$ cat config.mk
export PLATFORM = sky130hd
export DESIGN_NAME = dbns_decoder
export DESIGN_NICKNAME = d
export VERILOG_FILES = /design/src/rtl/dbns_decoder.sv
export SDC_FILE = /design/constraint.sdc
export NUM_CORES = 1
export LEC_CHECK = 0
export BUFFER_PORTS_ARGS = -buffer_cell sky130_fd_sc_hd__buf_4
export CAP_MARGIN = 20
export CORE_ASPECT_RATIO = 1.2
export CORE_MARGIN = 4
export CORE_UTILIZATION = 38
export CTS_CLUSTER_SIZE = 25
export DETAILED_ROUTE_END_ITERATION = 8
export HOLD_SLACK_MARGIN = 0.12
export PLACE_DENSITY_LB_ADDON = 0.1
export SETUP_SLACK_MARGIN = 0.5
export SLEW_MARGIN = 20
export SYNTH_ARGS = -nofsm -noshare
export SYNTH_HDL_FRONTEND = slang
export SYNTH_SLANG_ARGS = --single-unit
$ cat constraint.sdc
create_clock -name clock -period 3.5 [get_ports clock]
set_clock_uncertainty 0.15 [all_clocks]
set_input_delay 0.525 -clock clock [delete_from_list [all_inputs] [get_ports clock]]
set_output_delay 0.525 -clock clock [all_outputs]
set_load 0.02 [all_outputs]
$ cat src/rtl/dbns_decoder.sv
// Sequential DBNS-to-binary decoder: walks the captured digit map one position per
// cycle, summing 2^i*3^j terms into a saturating accumulator.
module dbns_decoder #(
  parameter int NUM_I    = 4,
  parameter int NUM_J    = 3,
  parameter int OUT_BITS = 10,
  parameter int CNT_BITS = 4
) (
  input  logic                     clock,
  input  logic                     reset_n,
  input  logic                     start,
  input  logic [NUM_I*NUM_J-1:0]   digit_map,
  output logic                     busy,
  output logic                     done,
  output logic [OUT_BITS-1:0]      result,
  output logic                     overflow,
  output logic [CNT_BITS-1:0]      term_count,
  output logic [1:0]               state_dbg
);

  // Handshake: start is a level request sampled only while idle; done is a
  // single-cycle pulse during which result/overflow/term_count are valid.

  function automatic int max_term();
    int v;
    v = 1 << (NUM_I - 1);
    for (int j = 0; j < NUM_J - 1; j++) v = v * 3;
    return v;
  endfunction

  localparam int N      = NUM_I * NUM_J;
  localparam int TERM_W = $clog2(max_term() + 1);
  localparam int K_W    = (N > 1) ? $clog2(N) : 1;
  localparam int I_W    = (NUM_I > 1) ? $clog2(NUM_I) : 1;
  localparam int ACC_W  = OUT_BITS + 1;
  localparam int SUM_W  = ((ACC_W > TERM_W) ? ACC_W : TERM_W) + 1;
  localparam logic [SUM_W-1:0] SAT = {{(SUM_W-OUT_BITS){1'b0}}, {OUT_BITS{1'b1}}};
  localparam logic [K_W-1:0]   K_LAST = K_W'(N - 1);
  localparam logic [I_W-1:0]   I_LAST = I_W'(NUM_I - 1);

  typedef enum logic [1:0] {
    S_IDLE = 2'd0,
    S_SCAN = 2'd1,
    S_DONE = 2'd2
  } state_t;

  state_t state, state_nxt;

  logic [N-1:0]        map_q;
  logic [K_W-1:0]      k_q;
  logic [I_W-1:0]      i_q;
  logic [TERM_W-1:0]   pow3_q;
  logic [ACC_W-1:0]    acc_q;
  logic                ovf_q;
  logic [CNT_BITS-1:0] cnt_q;

  logic [TERM_W-1:0]   term;
  logic [SUM_W-1:0]    sum;
  logic                bit_set;
  logic [ACC_W-1:0]    acc_nxt;
  logic                ovf_nxt;
  logic [CNT_BITS-1:0] cnt_nxt;

  assign term    = pow3_q << i_q;
  assign sum     = SUM_W'(acc_q) + SUM_W'(term);
  assign bit_set = map_q[k_q];

  // Once saturated the sum can only grow, so the sticky flag keeps it pinned.
  always_comb begin
    acc_nxt = acc_q;
    ovf_nxt = ovf_q;
    cnt_nxt = cnt_q;
    if (bit_set) begin
      cnt_nxt = cnt_q + 1'b1;
      if (ovf_q || (sum > SAT)) begin
        acc_nxt = ACC_W'(SAT);
        ovf_nxt = 1'b1;
      end else begin
        acc_nxt = ACC_W'(sum);
      end
    end
  end

  always_ff @(posedge clock or negedge reset_n) begin
    if (!reset_n) state <= S_IDLE;
    else          state <= state_nxt;
  end

  always_comb begin
    state_nxt = state;
    case (state)
      S_IDLE:  if (start) state_nxt = S_SCAN;
      S_SCAN:  if (k_q == K_LAST) state_nxt = S_DONE;
      S_DONE:  state_nxt = S_IDLE;
      default: state_nxt = S_IDLE;
    endcase
  end

  always_ff @(posedge clock or negedge reset_n) begin
    if (!reset_n) begin
      map_q      <= '0;
      k_q        <= '0;
      i_q        <= '0;
      pow3_q     <= TERM_W'(1);
      acc_q      <= '0;
      ovf_q      <= 1'b0;
      cnt_q      <= '0;
      result     <= '0;
      overflow   <= 1'b0;
      term_count <= '0;
    end else begin
      case (state)
        S_IDLE: begin
          if (start) begin
            map_q  <= digit_map;
            k_q    <= '0;
            i_q    <= '0;
            pow3_q <= TERM_W'(1);
            acc_q  <= '0;
            ovf_q  <= 1'b0;
            cnt_q  <= '0;
          end
        end
        S_SCAN: begin
          acc_q <= acc_nxt;
          ovf_q <= ovf_nxt;
          cnt_q <= cnt_nxt;
          k_q   <= k_q + 1'b1;
          // Moving to the next ternary row multiplies by three: p + 2p.
          if (i_q == I_LAST) begin
            i_q    <= '0;
            pow3_q <= pow3_q + (pow3_q << 1);
          end else begin
            i_q <= i_q + 1'b1;
          end
          if (k_q == K_LAST) begin
            result     <= acc_nxt[OUT_BITS-1:0];
            overflow   <= ovf_nxt;
            term_count <= cnt_nxt;
          end
        end
        default: ;
      endcase
    end
  end

  assign busy      = (state == S_SCAN);
  assign done      = (state == S_DONE);
  assign state_dbg = state;

endmodule
==> flow_metrics.py <==
metrics = {
    "outcome": {
        "outcome": "finished clean",
    },
    "setup_path": {
        "reg2reg_from": "i_q[0]$_DFFE_PN0P_",
        "cp_max_fo": 7,
        "critPathCaptureType": "flop",
        "path_class": "reg -> reg",
        "worstPathRequired_ns": 3.58,
        "critPathLaunchType": "flop",
        "startpoint": "i_q[0]$_DFFE_PN0P_",
        "worstPathArrival_ns": 3.04,
    },
    "floorplanning": {
        "std_cell_rows": 36,
        "coreArea_sq_um": 8240,
        "initial_core_util_pct": 39.7,
        "die_w_microns": 92.7,
        "fp.dieArea_sq_um": 10200,
        "boundaryPins": 34,
        "dieHeight_microns": 110,
    },
    "placed_design": {
        "gp_congestion": 0.832,
        "place_area_sq_um": 3640,
        "hpwl_microns": 5360,
        "io_buffers": 33,
    },
    "timing": {
        "setup_viol": 0,
        "fin_setup_tns_ns": 0,
        "hold_violations": 0,
        "final-max-slew-violation-count": 0,
        "relSlewSlack_pct": 50.0,
        "fmax_mhz": 338,
        "worst_slew_pin_slew_ns": 0.750,
        "period_needed_ns": 2.96,
        "finalCritPeriodShare_pct": 84.5,
        "grt_setup_unrepaired": "yes",
        "holdWs_ns": 0.0806,
    },
    "clock_tree": {
        "htree_levels": 3,
        "cts-root-buf": "clkbuf_8",
        "ctsHoldBuffers": 0,
        "clkTransAtPathRegs_ns": 0.08,
        "cts_buffers": 9,
        "ctsLongestPathBuffers": 2,
        "cts_tree": "built",
        "cts_sinks": 58,
        "clk_latency_ns": 0.35,
    },
    "global_route": {
        "grt_max_degree": 59,
        "grt_pass1_wl_microns": 12900,
        "antenna_found_initial": 0,
        "first_global_vias": 2569,
        "grt_overflow": 0,
        "grt_usage_pct": 16.1,
    },
    "finish": {
        "final_area_sq_um": 4110,
        "syn_to_final_growth_pct": 25.6,
        "drive_gt1_share_pct": 24.9,
        "diodes": 0,
        "fin_nets": 437,
    },
    "drt": {
        "drtPass1Iterations": 4,
        "wirelength_microns": 7830,
        "first_iter_violations": 137,
        "viasPerCell": 5.19,
        "wire_per_inst_microns": 14.9,
        "vias": 2717,
        "ant_nets": 0,
        "drcViolationCount": 0,
    },
    "synthesis": {
        "ys_seq_area_share_pct": 44.4,
        "synth-async-reset-ratio_pct": 100,
        "syn_area_sq_um": 3270,
        "synth_top_area_share_pct": 43.6,
        "yosysWarnings": 0,
        "syn-num-nets": 388,
        "netlist_top_cells_count": "74 x nand2_1, 57 x dfrtp_1, 37 x o21ai_0",
        "synth_area_leader_cell": "dfrtp_1",
        "synth.avg_cell_area_sq_um": 9.18,
        "synth_cell_types": 45,
        "synthFlopType": "dfrtp_1",
        "synth-edff-count": 0,
        "netlist_instances": 356,
        "ys_ff_latch": 58,
        "netlist_top_cells_area": "dfrtp_1 44%, nand2_1 8.5%, ha_1 5.7%, o21ai_0 5.7%, mux4_2 4.1%",
        "yosys.cell_count.top_type": "nand2_1",
    },
    "pwr": {
        "p_leak_uw": 0.00194,
        "ir_worst_vdd_mv": 0.327,
        "power_density_nw_per_um2": 1050,
        "finalPower_uw": 4300,
    },
    "worst_hold_path": {
        "hold_path_class": "in -> async",
    },
    "flow_run": {
        "cap_viol_max_count": 0,
    },
}
[cell usage in the layout (no fill, tap or decap), types with 3 or more instances in the layout]
cell type	n
a21o_1	6
a21oi_1	23
a21oi_2	3
a22o_1	3
a31oi_1	6
and3_1	6
buf_4	50
buf_6	3
bufinv_16	3
clkbuf_8	9
clkinv_4	3
dfrtp_1	54
dfrtp_2	3
ha_1	10
ha_4	3
inv_1	7
mux2i_1	4
mux4_2	6
nand2_1	74
nand2b_1	5
nand3_1	4
nand4_1	4
nor2_1	21
nor2b_1	3
nor3_1	4
o211ai_1	3
o21ai_0	34
o21ai_1	5
o31ai_1	3
xnor2_1	8
xor2_1	4
[metal layers]
layer / global-route usage [%] / vias up / part of all wire (%)
met1: 21.2 / 1291 / 45
met4: 4.71 / 0 / 1.5
met3: 3.76 / 10 / 4.2
met5: 0 / - / 0
met2: 26.5 / 53 / 49
li1: - / 1363 / -
[worst max-delay path, cell delays in order, from the launching register on]
cell and delay [ns]:
dfrtp_2 0.45, buf_6 0.14, nor3b_2 0.17, ha_2 0.22
inv_2 0.04, fa_2 0.34, nand2b_4 0.17, a211o_1 0.34
a21oi_2 0.20, a21oi_2 0.10, buf_6 0.15, and2_4 0.13
a211o_1 0.23
[cells by family (layout without fill, tap and decap cells)]
group / count (synthesis) / count (layout) / synth area share, %
AOI/OAI and AO/OA: 100 / 100 / 18.3
xor gates and xnor gates: 12 / 12 / 3.21
adders and majority gates: 17 / 17 / 6.97
buffers and inverters: 23 / 77 / 3.10
DFF: 58 / 58 / 44.4
muxes: 10 / 10 / 5.36
and+or+nand+nor: 136 / 136 / 18.6
[layout make-up]
cell class | count | area [sq um]
inverters | 8 | 30.0
flip-flops and latches | 58 | 1460
repair buffers | 53 | 409
clock buffers | 9 | 124
fillers | 821 | 4140
multi-input cells | 275 | 1820
clock inverters | 7 | 125
well taps | 114 | 143
[registers in the layout, indices dropped and copies added (netlist names), 2 cells and up]
signal / cells
acc_q: 11
cnt_q: 4
i_q: 2
k_q: 4
map_q: 12
pow3_q: 7
result: 10
state_dbg: 2
term_count: 4
[per-stage QoR]
stage,setup slack (ns),std cells,utilization (%)
CTS,0.516,511,47.4
detailed placement,0.320,495,44.2
global placement,0.375,495,44.2
finish,0.542,524,49.8
global route,0.414,524,49.8
floorplan,0.548,356,-
[final timing paths]
check	endpoint	slack, ns	cells after the start
hold / removal	result[1]$_DFFE_PN0P_	0.08	1
min in group clock	map_q[11]$_DFFE_PN0P_	0.21	3
setup reg to reg	acc_q[9]$_DFFE_PN0P_	0.54	12
hold reg to reg	overflow$_DFFE_PN0P_	0.32	2
setup / recovery	acc_q[9]$_DFFE_PN0P_	0.54	12
max in group asynchronous	i_q[1]$_DFFE_PN0P_	2.55	1
[power by group]
part	internal [uW]	total, uW	leakage [uW]	switching (uW)
sequential	945	1200	0.000740	251
clock	479	782	0.000124	303
combinational	1020	2320	0.00107	1300
total	2440	4300	0.00194	1860
[what timing repair did]
action                     4_1_cts  5_1_grt
gates resized for setup          7       26
pin swaps                        1        5
setup buffers                    0       12
setup endpoints to repair       18       21
cloned                           0        1
No activity file was read; power rests on OpenSTA's default activity.
